File: src/rtl/change_dispenser_if.sv
// Bus between the vending controller, the coin mechanism and the change dispenser.
//   vend, amt      : payout request (level vend, change owed in cents)
//   mech_ack       : coin mechanism acknowledge
//   refill         : tube refill request
//   eject_d/_n     : dime / nickel ejection requests
//   busy/done/fault: payout status
//   dimes_left, nickels_left : tube counts
interface change_dispenser_if;
  logic       vend;
  logic [8:0] amt;
  logic       mech_ack;
  logic       refill;
  logic       eject_d;
  logic       eject_n;
  logic       busy;
  logic       done;
  logic       fault;
  logic [3:0] dimes_left;
  logic [3:0] nickels_left;

  modport master (
    output vend, amt, mech_ack, refill,
    input  eject_d, eject_n, busy, done, fault, dimes_left, nickels_left
  );

  modport slave (
    input  vend, amt, mech_ack, refill,
    output eject_d, eject_n, busy, done, fault, dimes_left, nickels_left
  );
endinterface

File: src/rtl/change_dispenser.sv
// Greedy dime/nickel change dispenser with coin-mechanism handshake.
// Ports:
//   Clk   : single clock, rising edge
//   rst_n : synchronous active-low reset
//   bus   : change_dispenser_if.slave (request, mechanism handshake, status, tube counts)
// A rising edge of vend in IDLE latches amt and pays it out, dimes first,
// one coin per eject/ack/gap handshake. Running out of coins or an
// unreachable remainder ends in a sticky FAULT that only rst_n clears.
module change_dispenser #(
  parameter int unsigned TUBE_MAX    = 15,
  parameter int unsigned ACK_TIMEOUT = 255
) (
  input logic              Clk,
  input logic              rst_n,
  change_dispenser_if.slave bus
);

  localparam int unsigned AMT_W = 9;
  localparam int unsigned CNT_W = 4;
  localparam int unsigned TMO_W = (ACK_TIMEOUT > 1) ? $clog2(ACK_TIMEOUT) : 1;

  localparam logic [CNT_W-1:0] FULL     = CNT_W'(TUBE_MAX);
  localparam logic [TMO_W-1:0] TMO_LAST = TMO_W'(ACK_TIMEOUT - 1);
  localparam logic [AMT_W-1:0] DIME     = AMT_W'(10);
  localparam logic [AMT_W-1:0] NICKEL   = AMT_W'(5);

  typedef enum logic [2:0] {
    S_IDLE,
    S_SEL,
    S_EJ_D,
    S_EJ_N,
    S_GAP,
    S_DONE,
    S_FAULT
  } state_t;

  state_t             state_q, state_d;
  logic [AMT_W-1:0]   rem_q, rem_d;
  logic [TMO_W-1:0]   tmo_q, tmo_d;
  logic [CNT_W-1:0]   dimes_q, dimes_d;
  logic [CNT_W-1:0]   nickels_q, nickels_d;
  logic               vend_q;
  logic               eject_d_q, eject_n_q, busy_q, done_q, fault_q;
  logic               eject_d_d, eject_n_d, busy_d, done_d, fault_d;
  logic               start_c;
  logic               tmo_hit_c;
  logic               waiting_c;

  assign start_c   = bus.vend & ~vend_q;
  assign tmo_hit_c = (tmo_q == TMO_LAST);

  // Next-state, datapath and registered-output decode
  always_comb begin
    state_d   = state_q;
    rem_d     = rem_q;
    dimes_d   = dimes_q;
    nickels_d = nickels_q;

    case (state_q)
      S_IDLE: begin
        if (bus.refill) begin
          dimes_d   = FULL;
          nickels_d = FULL;
        end
        if (start_c) begin
          rem_d   = bus.amt;
          state_d = S_SEL;
        end
      end
      S_SEL: begin
        if (rem_q >= DIME && dimes_q != '0)        state_d = S_EJ_D;
        else if (rem_q >= NICKEL && nickels_q != '0) state_d = S_EJ_N;
        else if (rem_q == '0)                      state_d = S_DONE;
        else                                       state_d = S_FAULT;
      end
      S_EJ_D: begin
        if (bus.mech_ack) begin
          rem_d   = rem_q - DIME;
          dimes_d = dimes_q - CNT_W'(1);
          state_d = S_GAP;
        end else if (tmo_hit_c) begin
          state_d = S_FAULT;
        end
      end
      S_EJ_N: begin
        if (bus.mech_ack) begin
          rem_d     = rem_q - NICKEL;
          nickels_d = nickels_q - CNT_W'(1);
          state_d   = S_GAP;
        end else if (tmo_hit_c) begin
          state_d = S_FAULT;
        end
      end
      S_GAP: begin
        if (!bus.mech_ack)  state_d = S_SEL;
        else if (tmo_hit_c) state_d = S_FAULT;
      end
      S_DONE:  state_d = S_IDLE;
      S_FAULT: state_d = S_FAULT;
      default: state_d = S_IDLE;
    endcase

    // Counter restarts whenever a wait state is (re)entered
    waiting_c = (state_d == S_EJ_D) || (state_d == S_EJ_N) || (state_d == S_GAP);
    tmo_d     = (waiting_c && state_d == state_q) ? tmo_q + TMO_W'(1) : '0;

    // Outputs are a registered decode of the next state
    eject_d_d = (state_d == S_EJ_D);
    eject_n_d = (state_d == S_EJ_N);
    busy_d    = (state_d == S_SEL) || waiting_c;
    done_d    = (state_d == S_DONE);
    fault_d   = (state_d == S_FAULT);
  end

  // State and output registers
  always_ff @(posedge Clk) begin
    if (!rst_n) begin
      state_q   <= S_IDLE;
      rem_q     <= '0;
      vend_q    <= 1'b0;
      tmo_q     <= '0;
      dimes_q   <= FULL;
      nickels_q <= FULL;
      eject_d_q <= 1'b0;
      eject_n_q <= 1'b0;
      busy_q    <= 1'b0;
      done_q    <= 1'b0;
      fault_q   <= 1'b0;
    end else begin
      state_q   <= state_d;
      rem_q     <= rem_d;
      vend_q    <= bus.vend;
      tmo_q     <= tmo_d;
      dimes_q   <= dimes_d;
      nickels_q <= nickels_d;
      eject_d_q <= eject_d_d;
      eject_n_q <= eject_n_d;
      busy_q    <= busy_d;
      done_q    <= done_d;
      fault_q   <= fault_d;
    end
  end

  assign bus.eject_d      = eject_d_q;
  assign bus.eject_n      = eject_n_q;
  assign bus.busy         = busy_q;
  assign bus.done         = done_q;
  assign bus.fault        = fault_q;
  assign bus.dimes_left   = dimes_q;
  assign bus.nickels_left = nickels_q;

endmodule

File: src/flat_wrapper.sv
// flat-port wrapper written by rule: the top's interface ports become plain ports
module change_dispenser_flat 
#(
  parameter int unsigned TUBE_MAX    = 15,
  parameter int unsigned ACK_TIMEOUT = 255
)
  (Clk, rst_n, bus_vend, bus_amt, bus_mech_ack, bus_refill, bus_eject_d, bus_eject_n, bus_busy, bus_done, bus_fault, bus_dimes_left, bus_nickels_left);
  change_dispenser_if bus_i ();
  input logic Clk;
  input logic rst_n;
  input wire logic [$bits(bus_i.vend)-1:0] bus_vend;
  input wire logic [$bits(bus_i.amt)-1:0] bus_amt;
  input wire logic [$bits(bus_i.mech_ack)-1:0] bus_mech_ack;
  input wire logic [$bits(bus_i.refill)-1:0] bus_refill;
  output wire logic [$bits(bus_i.eject_d)-1:0] bus_eject_d;
  output wire logic [$bits(bus_i.eject_n)-1:0] bus_eject_n;
  output wire logic [$bits(bus_i.busy)-1:0] bus_busy;
  output wire logic [$bits(bus_i.done)-1:0] bus_done;
  output wire logic [$bits(bus_i.fault)-1:0] bus_fault;
  output wire logic [$bits(bus_i.dimes_left)-1:0] bus_dimes_left;
  output wire logic [$bits(bus_i.nickels_left)-1:0] bus_nickels_left;
  assign bus_i.vend = bus_vend;
  assign bus_i.amt = bus_amt;
  assign bus_i.mech_ack = bus_mech_ack;
  assign bus_i.refill = bus_refill;
  assign bus_eject_d = bus_i.eject_d;
  assign bus_eject_n = bus_i.eject_n;
  assign bus_busy = bus_i.busy;
  assign bus_done = bus_i.done;
  assign bus_fault = bus_i.fault;
  assign bus_dimes_left = bus_i.dimes_left;
  assign bus_nickels_left = bus_i.nickels_left;
  change_dispenser #(.TUBE_MAX(TUBE_MAX), .ACK_TIMEOUT(ACK_TIMEOUT)) u_core (.Clk(Clk), .rst_n(rst_n), .bus(bus_i));
endmodule
File: config.mk
export PLATFORM = sky130hd
export DESIGN_NAME = change_dispenser_flat
export DESIGN_NICKNAME = d
export VERILOG_FILES = /design/src/rtl/change_dispenser_if.sv /design/src/rtl/change_dispenser.sv /design/src/flat_wrapper.sv
export SDC_FILE = /design/constraint.sdc
export NUM_CORES = 1
export LEC_CHECK = 0
export ABC_CLOCK_PERIOD_IN_PS = 6250
export BUFFER_PORTS_ARGS = -buffer_cell sky130_fd_sc_hd__clkbuf_2
export CORE_ASPECT_RATIO = 1.2
export CORE_MARGIN = 4
export CORE_UTILIZATION = 48
export DETAILED_ROUTE_END_ITERATION = 10
export PLACE_DENSITY = 0.73
export SLEW_MARGIN = 5
export SYNTH_ARGS = -nofsm -noshare
export SYNTH_HDL_FRONTEND = slang
export SYNTH_SLANG_ARGS = --single-unit
File: constraint.sdc
create_clock -name Clk -period 6.25 [get_ports Clk]
set_input_delay 1.25 -clock Clk [delete_from_list [all_inputs] [get_ports Clk]]
set_output_delay 1.25 -clock Clk [all_outputs]
set_load 0.02 [all_outputs]
### Yosys cells after proc, flatten, opt, wreduce, memory -nomap -nowiden

Index checks and enable logic that the tools add are counted.

* register bits: 34
* bits of input ports: 14
* word-level logic and storage cells: 72

* $add $sub $neg: 5
* magnitude comparators: 2
* equality and inequality tests: 17
* mux-type cells: 17
* bitwise logic cells: 2
* reduce and logical (&&, ||, !) cells: 18

Operators by type and width (number)
* $mux 9: 3
* $pmux 9 s3: 1
* $mux 3: 6
* $pmux 4 s2: 2
* $eq 3x3->1 const B: 5
* $pmux 3 s5: 1
* $eq 3x2->1 const B: 4
* $mux 4: 3
* $ge 9x3->1 const B: 1
* $ge 9x4->1 const B: 1
* $logic_not 9->1: 1
* $sub 9x3->9 const B: 1
* $sub 9x4->9 const B: 1
* $add 8x1->8 const B: 1
* $eq 8x8->1 const B: 1
* $reduce_bool 4->1: 2
* $sub 4x1->4 const B: 2
* $eq 3x1->1 const B: 2
* $ne 2x2->1 const B: 3
* $reduce_and 3->1: 2
* $reduce_and 4->1: 1
* $reduce_bool 2->1: 2
* $eq 3x3->1: 1
* $logic_and 1x1->1: 3
* 9 further kinds: 11

### Logic depth before layout (Yosys ltp)

Gate-level depths: netlist (run 1).

* word-level depth: 10
* gate-level depth with buffers: 8
* gate-level depth less buffers: 8

### Least setup slack after synthesis (run 1)

OpenSTA, ideal clock, no wires.

* kind: input port to flip-flop
* start point: input port bus_mech_ack
* end point: register u_core.tmo_q[2]
* setup time: 0.133 ns
* arrival time: 2.471 ns
* data required time: 6.117 ns
* path slack: 3.646 ns
* stages on the path: 6
* path buffers: 0
* cells stage by stage: maj3_1 -> a21o_1 -> and2_1 -> o2111a_1 -> nor2_1 -> nor3_1

* word-level cells in the longest chain between the ends: 7
* elaborated cells on any way between the ends: 11
* those cells by class: 4 x eq/ne; 3 x mux; 4 x reduce/logical

Ends and longest elaborated chain
* start: declaration: line flat_wrapper.sv:13 `input wire logic [$bits(bus_i.mech_ack)-1:0] bus_mech_ack;`
* $mux 3, on equally long branches: line change_dispenser.sv:95, change_dispenser.sv:86
* $pmux 3 s5 *: line change_dispenser.sv:59 `case (state_q)`
* $eq 3x2->1: line change_dispenser.sv:104 `waiting_c = (state_d == S_EJ_D) || (state_d == S_EJ_N) || (state_d == S_GAP);`
* $logic_or 1x1->1 (2 in series): line change_dispenser.sv:104
* $logic_and 1x1->1 *: line change_dispenser.sv:105 `tmo_d = (waiting_c && state_d == state_q) ? tmo_q + TMO_W'(1) : '0;`
* $reduce_and 2->1 (no line) *
* end signal: assignment: line change_dispenser.sv:133 `tmo_q <= tmo_d;`
* end: declaration: line change_dispenser.sv:39 `logic [TMO_W-1:0] tmo_q, tmo_d;`

Every way passes the cells marked *; elsewhere a longest branch is shown, timed or not.
A chain may end at the register's enable or synchronous reset.

### Worst setup path after layout (run 1)

Same ends and word-level chain as after synthesis.

==> metrics.yaml, run 1 <==
critical_path:
  crit_path_max_incr_delay_ps: 370
  crit_chain: "clkbuf_2 -> maj3_1 -> a21o_1 -> and2_1 -> o2111a_1 -> nor2_1 -> nor3_1"
  cp-end-kind: "flip-flop"
  worstSetupStartpointType: "input port"
  r2r_slack_ps: 4010
  criticalPathCategory: "in2reg"
  slowest_stage: "nor2_1"
  crit_path_max_fanout: 8
  required_ps: 6410
  arrival_ps: 2750
route:
  dr.pass1.iters: 4
  detailedRoute.firstIterationViolations: 99
  wl_per_cell_um: 13.2
  routed_wl_um: 4190
  detail-route-antenna-nets: 0
  viasPerCell: 5.53
  drc: 0
  vias: 1746
logic_synthesis:
  seq_area_frac_synth_pct: 35.0
  syn-num-nets: 262
  syn_area_per_cell_um2: 8.21
  syn_area_um2: 1950
  async_flop_share_pct: 0
  synth_edf_count: 0
  ys_ff_latch: 34
  ys_warn_count: 0
  netlist-cell-type-count: 52
  syn_inst: 237
  ys.flop_type: "dfxtp_1"
sta:
  setup_viol: 0
  drv_slew: 0
  maxSlewHeadroom_pct: 54.8
  period_needed_ps: 2590
  clock.fmax_mhz: 387
  max_slew.worst_pin.slew_ps: 677
  finClkSkew_ps: 4.30
  fin_crit_sh_pct: 41.4
  rsz0062_at_grt: "false"
  finalHoldViolCount: 0
  tns_ps: 0
pwr:
  peakVddDrop_uv: 178
  comb_power_share_pct: 30.7
  total_power_mw: 0.747
  leakage_nw: 0.954
  p_seq_share_pct: 36.5
  power_switching_share_pct: 33.6
  power_density_nw_per_um2: 332
  clkPwrFrac_pct: 32.8
  p_int_mw: 0.496
  switchingPower_mw: 0.251
grt:
  antenna_found_initial: 0
  first_global_vias: 1701
  grt_pass1_wl_um: 7390
  grt_max_degree: 21
  gr-total-overflow: 0
  grt.total_usage_pct: 18.2
cells_and_area:
  mostFrequentLayoutCells: "dfxtp_1 (34), nand2_1 (26), clkbuf_2 (26)"
  drive_above_1_share_pct: 16.0
  fillers: 404
  area_delta_synth_final_pct: 15.5
  layout.nets: 286
  num_antenna_cells: 0
  final_common_cell: "dfxtp_1"
die:
  ios: 27
  core_um2: 3940
  rows: 25
  die_h_um: 77.8
  fp.dieW_um: 66.1
  start_util_pct: 49.4
  dieArea_um2: 5140
cts:
  cts_tree: "done"
  clk_latency_ps: 290
  cts_resized: 0
  clock_path_buffers: 2
  ctsHoldBuffers: 0
  cts_setup_buffers: 0
  numClockSinks: 34
  cts-root-buf: "clkbuf_8"
  h-tree-depth: 2
  clkTransAtPathRegs_ps: 70
  numCtsBuffers: 5
min_path:
  hold_class: "reg2reg"
place:
  hpwl_um: 3110
  gp_congestion: 0.831
  io_buffers: 26
run:
  cap_violations: 0
run_status:
  status: "finished, final reports clean"
==> final cells by class <==
cell class / count / area, µm² / share of cell area [%]
inverters: 13 / 48.8 / 2.17
clock inverters: 3 / 68.8 / 3.06
flip-flops and latches: 34 / 681 / 30.3
clock buffers: 5 / 68.8 / 3.06
multi-input cells: 181 / 1180 / 52.6
repair buffers: 26 / 130 / 5.79
well taps: 54 / 67.6 / 3.01
==> kinds of logic (layout without fill, tap and decap cells) <==
kind of cell,after synthesis,after routing,synth area share [%]
and+or+nand+nor,93,93,25.1
AOI/OAI and AO/OA,64,64,22.6
DFF,34,34,35.0
buffers and inverters,22,47,4.24
adders and majority gates,12,12,7.58
xor gates and xnor gates,11,11,4.95
muxes,1,1,0.514
==> critical path: cells and delay by family <==
| family | cells | cell delay (ps) |
|---|---|---|
| buf+inv | 1 | 140 |
| compound gates | 2 | 350 |
| simple gates | 3 | 650 |
| fa+ha+maj | 1 | 360 |
==> flip-flops by register name (all words and copies together), names as in the netlist <==
name                     cells
u_core.bus.done              1
u_core.rem_q                 9
u_core.bus.eject_d           1
u_core.tmo_q                 8
u_core.bus.eject_n           1
u_core.bus.fault             1
u_core.bus.busy              1
u_core.bus.nickels_left      4
u_core.vend_q                1
u_core.bus.dimes_left        4
u_core.state_q               3
==> power by group through the flow <==
| stage | Sequential, mW | Combinational (mW) | Clock (mW) |
|---|---|---|---|
| 5_1_grt | 0.278 | 0.258 | 0.263 |
| 6_report | 0.273 | 0.230 | 0.245 |
| 3_3_place_gp | 0.277 | 0.226 | 0 |
| 3_5_place_dp | 0.277 | 0.229 | 0 |
| 4_1_cts | 0.272 | 0.231 | 0.252 |
| 2_1_floorplan | 0.273 | 0.183 | 0 |
==> per-stage QoR <==
stage / utilization [%] / setup WS (ps) / instance area, µm² / cells / hold slack, ps
floorplan: - / 3650 / 1950 / 237 / 472
global placement: 53.6 / 3380 / 2110 / 308 / 499
detailed placement: 53.6 / 3360 / 2110 / 308 / 508
CTS: 57.0 / 3670 / 2250 / 316 / 518
global route: 57.0 / 3500 / 2250 / 316 / 555
finish: 57.0 / 3660 / 2250 / 316 / 510
==> path summary, 6_finish.rpt <==
path | startpoint | end | depth (start not counted)
worst min register to register | u_core.bus.nickels_left[1] | u_core.bus.nickels_left[1] | 2
worst max register to register | u_core.state_q[1] | u_core.bus.nickels_left[2] | 4
worst min-delay path | u_core.bus.nickels_left[1] | u_core.bus.nickels_left[1] | 2
worst max-delay path | bus_mech_ack | u_core.tmo_q[2] | 7
==> Yosys cell counts, types with 2 or more instances <==
master | n | area share (%)
a211oi_1 | 2 | 0.77
a21o_1 | 5 | 1.9
a21oi_1 | 15 | 3.9
a22oi_1 | 2 | 0.77
a2bb2oi_1 | 2 | 0.90
a31oi_1 | 3 | 0.96
a32o_1 | 3 | 1.5
and2_1 | 4 | 1.3
and3_1 | 3 | 0.96
and4_1 | 2 | 0.90
clkbuf_1 | 8 | 1.5
dfxtp_1 | 34 | 35
ha_1 | 11 | 7.1
inv_1 | 11 | 2.1
nand2_1 | 26 | 5.0
nand2b_1 | 8 | 2.6
nand3_1 | 5 | 1.3
nand4_1 | 2 | 0.64
nor2_1 | 22 | 4.2
nor3_1 | 9 | 2.3
nor4_1 | 3 | 0.96
o211ai_1 | 2 | 0.77
o21ai_0 | 8 | 2.1
o21ai_1 | 8 | 2.1
o22ai_1 | 2 | 0.64
or3_1 | 2 | 0.64
xnor2_1 | 7 | 3.1
xor2_1 | 4 | 1.8
==> metal layers <==
layer | vias up | track usage [%] | wire [µm]
met5 | - | 0 | 0
met4 | 0 | 7.72 | 67
met3 | 7 | 4.49 | 211
met2 | 38 | 30.5 | 2110
met1 | 807 | 21.5 | 1800
li1 | 894 | - | -
Note: power is estimated with default switching activity, not from simulation.
==> run 2: changes to the inputs <==
--- a/config.mk
+++ b/config.mk
@@ -5,13 +5,13 @@
 export SDC_FILE = /design/constraint.sdc
 export NUM_CORES = 1
 export LEC_CHECK = 0
-export ABC_CLOCK_PERIOD_IN_PS = 6250
+export ABC_CLOCK_PERIOD_IN_PS = 2340
 export BUFFER_PORTS_ARGS = -buffer_cell sky130_fd_sc_hd__clkbuf_2
 export CORE_ASPECT_RATIO = 1.2
 export CORE_MARGIN = 4
 export CORE_UTILIZATION = 48
 export DETAILED_ROUTE_END_ITERATION = 10
-export PLACE_DENSITY = 0.73
+export PLACE_DENSITY = 0.75
 export SLEW_MARGIN = 5
 export SYNTH_ARGS = -nofsm -noshare
 export SYNTH_HDL_FRONTEND = slang
==> constraint.sdc (replaced) <==
create_clock -name Clk -period 2.34 [get_ports Clk]
set_input_delay 0.468 -clock Clk [delete_from_list [all_inputs] [get_ports Clk]]
set_output_delay 0.468 -clock Clk [all_outputs]
set_load 0.02 [all_outputs]
==> metrics.yaml, run 2 (synthesis gave the netlist of run 1 again) <==
grt:
  first_global_vias: 1631  # -4.1%
  gr-total-overflow: 0  # unchanged
  grt.total_usage_pct: 18.3  # +0.17 points
  antenna_found_initial: 0  # unchanged
  grt_max_degree: 17  # -19%
  grt_pass1_wl_um: 7400  # +0.19%
pwr:
  clkPwrFrac_pct: 32.3  # -0.5 points
  peakVddDrop_uv: 530  # +200%
  power_switching_share_pct: 33.1  # -0.42 points
  p_int_mw: 1.35  # +170%
  total_power_mw: 2.03  # +170%
  switchingPower_mw: 0.671  # +170%
  leakage_nw: 0.992  # +4.0%
  power_density_nw_per_um2: 878  # +160%
  comb_power_share_pct: 32.2  # +1.5 points
  p_seq_share_pct: 35.5  # -1.0 points
route:
  drc: 0  # unchanged
  dr.pass1.iters: 4  # unchanged
  routed_wl_um: 4150  # -0.86%
  detailedRoute.firstIterationViolations: 70  # -29%
  detail-route-antenna-nets: 0  # unchanged
  wl_per_cell_um: 12.8  # -3.3%
  vias: 1729  # -0.97%
  viasPerCell: 5.34  # -3.4%
critical_path:
  cp-end-kind: "flip-flop"
  r2r-start: "u_core.rem_q[1]"
  required_ps: 2510  # -3900 ps
  crit_path_max_fanout: 8  # unchanged
  r2r_cells: 8  # +4
  r2r_slack_ps: 170  # -3840 ps
  criticalPathCategory: "reg2reg"
  arrival_ps: 2340  # -410 ps
  reg2reg_to: "u_core.tmo_q[4]"
  worstSetupStartpointType: "flip-flop"
cts:
  cts-root-buf: "clkbuf_8"
  cts_setup_buffers: 0  # unchanged
  numCtsBuffers: 5  # unchanged
  ctsHoldBuffers: 0  # unchanged
  clk_latency_ps: 290  # about the same
  clock_path_buffers: 2  # unchanged
  cts_tree: "done"
  numClockSinks: 34  # unchanged
  clkTransAtPathRegs_ps: 70  # about the same
  cts_resized: 0  # unchanged
  h-tree-depth: 2  # unchanged
die:
  rows: 25  # unchanged
  die_h_um: 77.8  # unchanged
  start_util_pct: 49.4  # unchanged
  core_um2: 3940  # unchanged
  fp.dieW_um: 66.1  # unchanged
  ios: 27  # unchanged
  dieArea_um2: 5140  # unchanged
run_status:
  status: "finished, final reports clean"
sta:
  period_needed_ps: 2170
  whs_ps: 406  # -104 ps
  finalHoldViolCount: 0  # unchanged
  rsz0062_at_grt: "false"
  finClkSkew_ps: 7.37  # +3.06 ps
  clock.fmax_mhz: 461
  setup_viol: 0  # unchanged
  tns_ps: 0  # unchanged
  max_slew.worst_pin.slew_ps: 463  # -214 ps
  fin_crit_sh_pct: 92.6
  maxSlewHeadroom_pct: 68.9  # +14 points
  drv_slew: 0  # unchanged
cells_and_area:
  fillers: 376  # -6.9%
  final_common_cell: "dfxtp_1"
  top_regs: "u_core.rem_q (9), u_core.tmo_q (8)"
  seqCellArea_um2: 681  # unchanged
  area_delta_synth_final_pct: 18.6
  multi_input_area_um2: 1180  # unchanged
  instances_no_fill: 324  # +2.5%
  drive_above_1_share_pct: 18.5  # +2.5 points
  layout.nets: 294  # +2.8%
  largest_register: "u_core.rem_q"
  mostFrequentLayoutCells: "dfxtp_1 (34), nand2_1 (26), clkbuf_2 (26)"
  largest_reg_flops: 9  # unchanged
  num_antenna_cells: 0  # unchanged
place:
  hpwl_um: 3180  # +2.4%
  io_buffers: 26  # unchanged
  place_inst: 316  # +2.6%
  gp_congestion: 0.869  # +4.6%
min_path:
  hold_end: "u_core.vend_q"
  min_from: "bus_vend"
  hold_class: "in2reg"
  hold_depth: 2  # unchanged
run:
  cap_violations: 0  # unchanged
==> run 2: worst max path at each step <==
stage	startpoint	to	slack (ps)	cells after the start
after global routing	u_core.rem_q[1]	u_core.tmo_q[4]	30	8
after detailed placement	u_core.rem_q[1]	u_core.tmo_q[4]	170	8
after CTS	u_core.rem_q[1]	u_core.tmo_q[4]	150	8
after global placement	u_core.rem_q[1]	u_core.tmo_q[5]	250	8
after floorplan	u_core.rem_q[4]	u_core.tmo_q[2]	360	6
final	u_core.rem_q[1]	u_core.tmo_q[4]	170	8
==> run 2: layout make-up <==
cell class,instances,area share (%)
Multi-Input combinational cell,181,51.3
Sequential cell,34,29.5
Timing Repair Buffer,34,8.24
Clock buffer,5,2.98
Clock inverter,3,2.98
Tap cell,54,2.93
Inverter,13,2.11
==> run 2: metal layers <==
metal  global-route usage (%)  up-vias  share of wire, %
li1                         -      908                 -
met1                     23.4      785                46
met2                     29.5       28                48
met3                     4.63        8               4.0
met4                     6.50        0               1.7
met5                        0        -                 0
==> run 2: per-stage QoR <==
stage	area, µm²	utilization [%]	setup slack, ps
5_1_grt	2310	58.6	25.4
3_3_place_gp	2170	55.1	250
2_1_floorplan	1950	-	361
6_report	2310	58.6	172
4_1_cts	2310	58.6	151
3_5_place_dp	2170	55.1	168
==> run 2: critical path: stages, from the launching register on <==
cell and delay, ps:
dfxtp_1 410, inv_1 150, ha_1 230, a21oi_2 250
nand4b_4 130, a21o_1 180, a31o_4 260, nor3_4 320
nor3_1 110
==> run 2: power groups by stage <==
stage | clock network (mW) | registers (mW) | logic, mW
finish | 0.655 | 0.719 | 0.652
global route | 0.705 | 0.732 | 0.736
CTS | 0.675 | 0.718 | 0.656
detailed placement | 0 | 0.732 | 0.653
global placement | 0 | 0.729 | 0.642
floorplan | 0 | 0.728 | 0.488
==> run 3: changes to the inputs <==
--- a/config.mk
+++ b/config.mk
@@ -9,9 +9,9 @@
 export BUFFER_PORTS_ARGS = -buffer_cell sky130_fd_sc_hd__clkbuf_2
 export CORE_ASPECT_RATIO = 1.2
 export CORE_MARGIN = 4
-export CORE_UTILIZATION = 48
+export CORE_UTILIZATION = 25
 export DETAILED_ROUTE_END_ITERATION = 10
-export PLACE_DENSITY = 0.75
+export PLACE_DENSITY = 0.47
 export SLEW_MARGIN = 5
 export SYNTH_ARGS = -nofsm -noshare
 export SYNTH_HDL_FRONTEND = slang
==> metrics.yaml, run 3 (synthesis gave the netlist of run 1 again) <==
cells_and_area:
  largest_reg_flops: 9  # unchanged
  area_delta_synth_final_pct: 22.9
  layout.nets: 297  # +1.0%
  num_antenna_cells: 0  # unchanged
  drive_above_1_share_pct: 19.4  # +0.90 points
  final_common_cell: "dfxtp_1"
  mostFrequentLayoutCells: "dfxtp_1 (34), nand2_1 (26), clkbuf_2 (26)"
  largest_register: "u_core.rem_q"
  top_regs: "u_core.rem_q (9), u_core.tmo_q (8)"
grt:
  gr-total-overflow: 0  # unchanged
  antenna_found_initial: 0  # unchanged
  first_global_vias: 1751  # +7.4%
  grt_pass1_wl_um: 8200  # +11%
  grt.total_usage_pct: 11.2  # -7.2 points
  grt_max_degree: 17  # unchanged
sta:
  period_needed_ps: 2120  # -45.5 ps
  fin_crit_sh_pct: 90.7  # -1.9 points
  rsz0062_at_grt: "false"
  tns_ps: 0  # unchanged
  finalHoldViolCount: 0  # unchanged
  setup_viol: 0  # unchanged
  whs_ps: 411  # +4.47 ps
  clock.fmax_mhz: 471  # +2.1%
  max_slew.worst_pin.slew_ps: 498  # +35.8 ps
  drv_slew: 0  # unchanged
  maxSlewHeadroom_pct: 66.8  # -2.2 points
  finClkSkew_ps: 4.33  # -3.03 ps
run_status:
  status: "finished, final reports clean"
pwr:
  leakage_nw: 1.01  # +2.1%
  peakVddDrop_uv: 421  # -21%
  total_power_mw: 2.08  # +2.9%
  power_density_nw_per_um2: 871  # -0.74%
die:
  fp.dieW_um: 88.6  # +34%
  start_util_pct: 25.6  # -24 points
  rows: 35  # +40%
  core_um2: 7620  # +93%
  ios: 27  # unchanged
  die_h_um: 105  # +35%
  dieArea_um2: 9270  # +80%
route:
  drc: 0  # unchanged
  dr.pass1.iters: 4  # unchanged
  wl_per_cell_um: 13.1  # +2.0%
  routed_wl_um: 4770  # +15%
  viasPerCell: 4.76  # -11%
  detail-route-antenna-nets: 0  # unchanged
  vias: 1738  # +0.52%
  detailedRoute.firstIterationViolations: 67  # -4.3%
place:
  io_buffers: 26  # unchanged
  gp_congestion: 0.774  # -11%
  hpwl_um: 3720  # +17%
cts:
  clock_path_buffers: 2  # unchanged
  cts-root-buf: "clkbuf_8"
  cts_tree: "done"
  clk_latency_ps: 290  # about the same
  clkTransAtPathRegs_ps: 80  # about the same
  numClockSinks: 34  # unchanged
  h-tree-depth: 2  # unchanged
  numCtsBuffers: 5  # unchanged
  ctsHoldBuffers: 0  # unchanged
critical_path:
  crit_path_max_fanout: 8  # unchanged
  cp-end-kind: "flip-flop"
  worstSetupStartpointType: "flip-flop"
  crit_path_max_incr_delay_ps: 400  # about the same
  required_ps: 2520  # about the same
  criticalPathCategory: "reg2reg"
  arrival_ps: 2300  # -40 ps
  crit_chain: "inv_1 -> ha_1 -> a21oi_2 -> nand4b_4 -> a21o_1 -> a31o_4 -> nor3_4 -> buf_12 -> nor3_1"
  slowest_stage: "dfxtp_1"
run:
  cap_violations: 0  # unchanged
min_path:
  hold_class: "in2reg"
run 3: changes by cell type in the layout (fill, tap and decap cells not counted):
cell       before  now
buf_4           8   10
a2111oi_0       1    0
a2111oi_1       0    1
buf_12          0    1
run 3: power by group:
group / internal [mW] / switching (mW)
clock network: 0.427 / 0.244
registers: 0.641 / 0.0735
logic: 0.309 / 0.389
total: 1.38 / 0.707
run 3: final cells by class:
| type | instances | area, µm² |
|---|---|---|
| fillers | 843 | 5230 |
| multi-input cells | 181 | 1180 |
| flip-flops and latches | 34 | 681 |
| repair buffers | 37 | 225 |
| well taps | 92 | 115 |
| clock buffers | 5 | 68.8 |
| clock inverters | 3 | 68.8 |
| inverters | 13 | 48.8 |
run 3: critical path, delay by kind of cell, from the launching register on:
kind                     cells  cell delay [ps]
adder cells (fa/ha/maj)      1              240
AO/OA/AOI/OAI                3              710
flip-flops                   1              400
buffers and inverters        2              280
AND/OR/NAND/NOR              3              370
run 3: stage by stage:
| step | worst slack [ps] | instance area [µm²] | instances | util, % |
|---|---|---|---|---|
| floorplan | 361 | 1950 | 237 | - |
| global placement | 188 | 2230 | 356 | 29.3 |
| detailed placement | 127 | 2230 | 356 | 29.3 |
| CTS | 113 | 2370 | 364 | 31.1 |
| global route | 48.1 | 2390 | 365 | 31.4 |
| finish | 218 | 2390 | 365 | 31.4 |
run 3: path summary, 6_finish.rpt:
path,to,startpoint,slack [ps],cells after the start
max,u_core.tmo_q[0],u_core.rem_q[1],220,9
min,u_core.vend_q,bus_vend,410,2
max reg2reg,u_core.tmo_q[0],u_core.rem_q[1],220,9
min reg2reg,u_core.bus.nickels_left[1],u_core.bus.nickels_left[1],510,2
run 3: layer usage:
metal  up-vias  share of wire, %  global-route usage [%]
li1        909                 -                       -
met1       789                46                    14.2
met2        35                50                    18.3
met3         5               3.6                    2.60
met4         0               1.1                    3.56
met5         -                 0                       0
run 3: timing repair:
action                     4_1_cts  5_1_grt
setup endpoints to repair        0       12
gates resized for setup          0        1
setup buffers                    0        1
